File: config.mk
export PLATFORM = sky130hd
export DESIGN_NAME = pwm_generator_flat
export DESIGN_NICKNAME = d
export VERILOG_FILES = /design/src/rtl/pwm_if.sv /design/src/rtl/pwm_generator.sv /design/src/flat_wrapper.sv
export SDC_FILE = /design/constraint.sdc
export NUM_CORES = 1
export LEC_CHECK = 0
export CAP_MARGIN = 5
export CORE_MARGIN = 2
export CORE_UTILIZATION = 35
export DETAILED_ROUTE_END_ITERATION = 12
export SLEW_MARGIN = 10
export SYNTH_ARGS = -nofsm -noshare
export SYNTH_HDL_FRONTEND = slang
export SYNTH_SLANG_ARGS = --single-unit
File: constraint.sdc
create_clock -name clk -period 6.4 [get_ports clk]
set_input_delay 0.96 -clock clk [delete_from_list [all_inputs] [get_ports clk]]
set_output_delay 0.96 -clock clk [all_outputs]
set_load 0.02 [all_outputs]
File: src/rtl/pwm_if.sv
// Signal bundle between a PWM controller and the pwm_generator leaf.
// The master drives the requested on-time; the generator (slave) drives the waveform.
interface pwm_if #(
  parameter int WIDTH = 8
);
  logic [WIDTH-1:0] PWM_ontime;
  logic             PWM_out;
  logic             period_start;

  modport master (output PWM_ontime, input PWM_out, input period_start);
  modport slave  (input PWM_ontime, output PWM_out, output period_start);
endinterface

File: src/rtl/pwm_generator.sv
// Free-running single-channel PWM with a period of 2**WIDTH clocks.
// The duty cycle is latched only at the period boundary, so the output never glitches.
module pwm_generator #(
  parameter int WIDTH = 8
) (
  input  logic  clk,
  input  logic  reset,
  pwm_if.slave  pwm
);

  localparam logic [WIDTH-1:0] CNT_ONE = {{(WIDTH-1){1'b0}}, 1'b1};

  logic [WIDTH-1:0] cnt;
  logic [WIDTH-1:0] duty_q;
  logic [WIDTH-1:0] duty_eff;
  logic             at_start;

  assign at_start = (cnt == '0);

  // The first clock of a period uses the live request so the new duty
  // applies to that very period; every other clock uses the latched copy.
  always_comb begin
    duty_eff = duty_q;
    if (at_start) begin
      duty_eff = pwm.PWM_ontime;
    end
  end

  always_ff @(posedge clk) begin
    if (reset) begin
      cnt              <= '0;
      duty_q           <= '0;
      pwm.PWM_out      <= 1'b0;
      pwm.period_start <= 1'b0;
    end else begin
      cnt              <= cnt + CNT_ONE;
      if (at_start) begin
        duty_q <= pwm.PWM_ontime;
      end
      pwm.PWM_out      <= (cnt < duty_eff);
      pwm.period_start <= at_start;
    end
  end

endmodule

File: src/flat_wrapper.sv
// flat-port wrapper written by rule: the top's interface ports become plain ports
module pwm_generator_flat 
#(
  parameter int WIDTH = 8
)
  (clk, reset, pwm_PWM_ontime, pwm_PWM_out, pwm_period_start);
  pwm_if #(.WIDTH(WIDTH)) pwm_i ();
  input  logic clk;
  input  logic reset;
  input wire logic [$bits(pwm_i.PWM_ontime)-1:0] pwm_PWM_ontime;
  output wire logic [$bits(pwm_i.PWM_out)-1:0] pwm_PWM_out;
  output wire logic [$bits(pwm_i.period_start)-1:0] pwm_period_start;
  assign pwm_i.PWM_ontime = pwm_PWM_ontime;
  assign pwm_PWM_out = pwm_i.PWM_out;
  assign pwm_period_start = pwm_i.period_start;
  pwm_generator #(.WIDTH(WIDTH)) u_core (.clk(clk), .reset(reset), .pwm(pwm_i));
endmodule
==> Word level (Yosys, flattened, before mapping) <==
Cells that the tools add are included.
Widths: inputs -> output; s select.
{ "totals": {"register_bits": 18, "out_inout_bits": 2, "wordCells": 8, "input_bits": 10} }
{ "classes": {"add_sub_neg": 1, "reduce_logical": 1, "order_cmp": 1, "mux": 1} }
{ "op_table": {"columns": ["op", "n"], "rows": [
  ["$add 8x1->8 const B", 1],
  ["$logic_not 8->1", 1],
  ["$lt 8x8->1", 1],
  ["$mux 8", 1]
]} }

==> Logic depth before layout (Yosys ltp) <==
{ "logic_depth": {"word_depth": 3, "depth_mapped": 10, "depth_no_buf": 9} }

==> Worst setup path after synthesis <==
No wires, ideal clock.
{ "synth_timing": {"path_type": "input -> register", "start": "in pwm_PWM_ontime[6]", "end": "reg u_core.pwm.PWM_out", "setup_ns": 0.059, "path_stages": 6, "arrival_time_ns": 2.116, "required_ns": 6.341, "path_buffers": 0, "slack_ns": 4.224, "path_cell_list": "mux2i_1 > ha_1 > a21oi_1 > nand2_1 > a2111oi_0 > o31a_1"} }
{ "synth_between": {"elab_chain_cells": 2} }
{ "synth_lines": {"columns": ["item", "line", "text"], "rows": [
  ["from (decl)", "flat_wrapper.sv:10", "input wire logic [$bits(pwm_i.PWM_ontime)-1:0] pwm_PWM_ontime;"],
  ["$mux 8", null, null],
  ["$lt 8x8->1", "pwm_generator.sv:40", "pwm.PWM_out <= (cnt < duty_eff);"],
  ["to (signal assigned)", "pwm_generator.sv:40", null],
  ["to (decl)", "pwm_if.sv:11", "modport slave (input PWM_ontime, output PWM_out, output period_start);"]
]} }
Every way passes these cells.
A chain may end at the register's enable or synchronous reset.

==> Worst setup path in the final report <==
{ "layout_timing": {"start": "reg u_core.cnt[4]", "end": "reg u_core.pwm.PWM_out"} }
{ "layout_between": {"elab_chain_cells": 3} }
{ "layout_lines": {"columns": ["item", "line", "text"], "rows": [
  ["from (decl)", "pwm_generator.sv:13", "logic [WIDTH-1:0] cnt;"],
  ["from (signal assigned)", "pwm_generator.sv:36", "cnt <= cnt + CNT_ONE;"],
  ["$logic_not 8->1", "pwm_generator.sv:18", "assign at_start = (cnt == '0);"],
  ["$mux 8", null, null],
  ["$lt 8x8->1 *", "pwm_generator.sv:40", null]
]} }
Every way passes the cells marked *; elsewhere a longest branch is shown, timed or not.

==> results.json <==
{
  "finalCriticalPeriod_ns": 2.671,
  "cpMostUsedCell": "a21oi_1",
  "switching_power_mw": 0.05934,
  "clk_pin_slew_worst_paths_ns": 0.10,
  "peakVddDrop_mv": 0.1440,
  "finalSetupTns_ns": 0,
  "cpPeakStageDelay_ns": 0.47,
  "ys_ff_latch": 18,
  "reg2reg_depth": 8,
  "final.fill_count": 225,
  "cp_cell_sequence": "nor4_2, nand3_1, mux2i_1, ha_1, a21oi_1, a21oi_1, a2111oi_0, o31a_1",
  "synth_top_cells_by_area": "dfxtp_1 44%, ha_1 14%, mux2i_1 11%",
  "pwr-share-seq_pct": 52.2,
  "syn_inst": 85,
  "clockPowerShare_pct": 29.2,
  "skew_ns": 0.006800,
  "vias_per_cell": 4.864,
  "netSwitchingFraction_pct": 25.18,
  "setup_viol": 0,
  "post_drt_wl_per_cell_um": 10.94,
  "hold_class": "reg -> reg",
  "yosysMostFrequentCell": "dfxtp_1",
  "startpoint_type": "register",
  "cts_buffers": 3,
  "grt_pass1_vias": 579,
  "end_kind": "register",
  "cts_hold_buf": 0,
  "dr.pass1.iters": 4,
  "fin_ws_ns": 3.729,
  "vias": 608,
  "yosys_warnings": 0,
  "ys_seq_area_share_pct": 43.50,
  "pin_count": 12,
  "design.core.area_sq_um": 2233,
  "die_x_um": 52.65,
  "postCtsResizedCells": 0,
  "leakagePower_nw": 0.4343,
  "drive_gt1_share_pct": 6.186,
  "grt.overflow.total": 0,
  "holdPathStages": 1,
  "tightest_slew_ns": 0.6454,
  "synth_area_leader_cell": "dfxtp_1",
  "grt_max_degree": 19,
  "stdcell_count": 125,
  "place_congestion": 0.7429,
  "synth_common_cells": "18 x dfxtp_1, 17 x nor2_1, 9 x ha_1, 9 x mux2i_1, 8 x nand3_1",
  "die_h_um": 52.65,
  "synth_edf_count": 0,
  "finalCritPeriodShare_pct": 41.73,
  "nets": 117,
  "combPwrFrac_pct": 18.6,
  "rsz0062_at_grt": "no",
  "hold_slack_ns": 0.4736,
  "start_util_pct": 37.09,
  "netlist.area_leader.share_pct": 43.50,
  "insertion_delay_ns": 0.29,
  "internal_power_mw": 0.1763,
  "row_count": 17,
  "max_slew_margin_pct": 56.84,
  "report.final.slew_viol_count": 0,
  "crit_arrival_ns": 2.92,
  "cellPowerDensity_nw_per_um2": 237.8,
  "drc_errors": 0,
  "crit_type": "reg -> reg",
  "dp_slack_ns": 3.644,
  "grt_pass1_wl_um": 2394,
  "async_reset_ff_share_pct": 0,
  "antenna_found_initial": 0,
  "track_usage_pct": 11.94,
  "crit_required_ns": 6.65,
  "netlist_area_sq_um": 828.3,
  "antenna_cells": 0,
  "drt_iter0_markers": 9,
  "fin_util_pct": 44.37,
  "io_buffers": 11,
  "clock-sinks": 18,
  "synth_cell_type_count": 20,
  "outcome": "finished clean",
  "post-cts-setup-buffer-count": 0,
  "die-area_sq_um": 2772,
  "cap_violations": 0,
  "synthFlopType": "dfxtp_1",
  "cp_slowest_cell": "nand3_1",
  "post_synth.cell_area_avg_sq_um": 9.745,
  "cts_tree": "yes",
  "fmaxAchievable_mhz": 374.4,
  "synthToLayoutAreaGrowth_pct": 19.64,
  "numPlacedInstances": 121,
  "hpwl_um": 1017,
  "ant_nets": 0,
  "wl_um": 1368,
  "cts_root_buf": "clkbuf_4",
  "crit_path_max_fanout": 10,
  "ctsHtreeMaxLevel": 1,
  "finalHoldViolCount": 0,
  "syn_nets": 104,
  "clock_path_buffers": 2
}
-- cells in the final DEF, fill, tap and decap left out, types with 2 or more instances in the layout --
cell and n:
xnor2_1 2, nand2_1 3, nand3_1 8, clkbuf_4 3
inv_1 2, a21oi_1 3, clkdlybuf4s50_1 11, dfxtp_1 18
xor2_1 4, nor2_1 17, ha_1 9, mux2i_1 9
-- path summary, 6_finish.rpt --
kind            startpoint            endpoint  slack (ns)
max reg2reg  u_core.cnt[4]  u_core.pwm.PWM_out        3.73
max          u_core.cnt[4]  u_core.pwm.PWM_out        3.73
min          u_core.cnt[0]       u_core.cnt[0]        0.47
min reg2reg  u_core.cnt[0]       u_core.cnt[0]        0.47
-- state kept, by name, summed over array words and instances, names as in the netlist --
| signal | cells |
|---|---|
| u_core.duty_q | 8 |
| u_core.pwm.PWM_out | 1 |
| u_core.cnt | 8 |
| u_core.pwm.period_start | 1 |
-- kinds of logic (layout without fill, tap and decap cells) --
| logic type | count (synthesis) | after routing | synth area share (%) |
|---|---|---|---|
| and+or+nand+nor | 33 | 33 | 18.58 |
| buffers and inverters | 5 | 17 | 3.172 |
| xor gates and xnor gates | 6 | 6 | 6.344 |
| muxes | 9 | 9 | 10.88 |
| DFF | 18 | 18 | 43.51 |
| AOI/OAI and AO/OA | 5 | 5 | 3.927 |
| adders and majority gates | 9 | 9 | 13.60 |
-- per-stage QoR --
stage          cell area [sq um]  total power, mW
2_1_floorplan              828.3           0.1577
5_1_grt                    991.0           0.2510
3_3_place_gp               954.7           0.1694
6_report                   991.0           0.2356
4_1_cts                    991.0           0.2406
3_5_place_dp               954.7           0.1701
-- per-layer routing --
layer / wire, um / vias up / track usage [%]
met1: 661 / 277 / 13.69
met2: 599 / 12 / 19.38
met3: 92 / 2 / 5.714
met4: 14 / 0 / 3.846
li1: - / 317 / -
met5: 0 / - / 0
-- critical path: cells and delay by family, from the launching register on --
| kind | cells | cell delay [ns] |
|---|---|---|
| AOI/OAI and AO/OA | 4 | 0.80 |
| adders and majority gates | 1 | 0.30 |
| DFF | 1 | 0.38 |
| muxes | 1 | 0.39 |
| and+or+nand+nor | 2 | 0.75 |
-- power groups by stage --
stage | clock network (mW) | logic [mW] | registers [mW]
after floorplan | 0 | 0.0307 | 0.127
after global placement | 0 | 0.0436 | 0.126
after detailed placement | 0 | 0.0442 | 0.126
after CTS | 0.0728 | 0.0446 | 0.123
after global routing | 0.0769 | 0.0499 | 0.124
final | 0.0687 | 0.0439 | 0.123
-- final cells by class --
class	instances	area, sq um	share of cell area (%)
clock buffer	4	36.28	3.662
inverter	2	7.507	0.7576
multi-input combinational	62	441.7	44.57
sequential	18	360.3	36.36
tap	28	35.03	3.535
timing repair buffer	11	110.1	11.11
(Power assumes the default switching activity.)
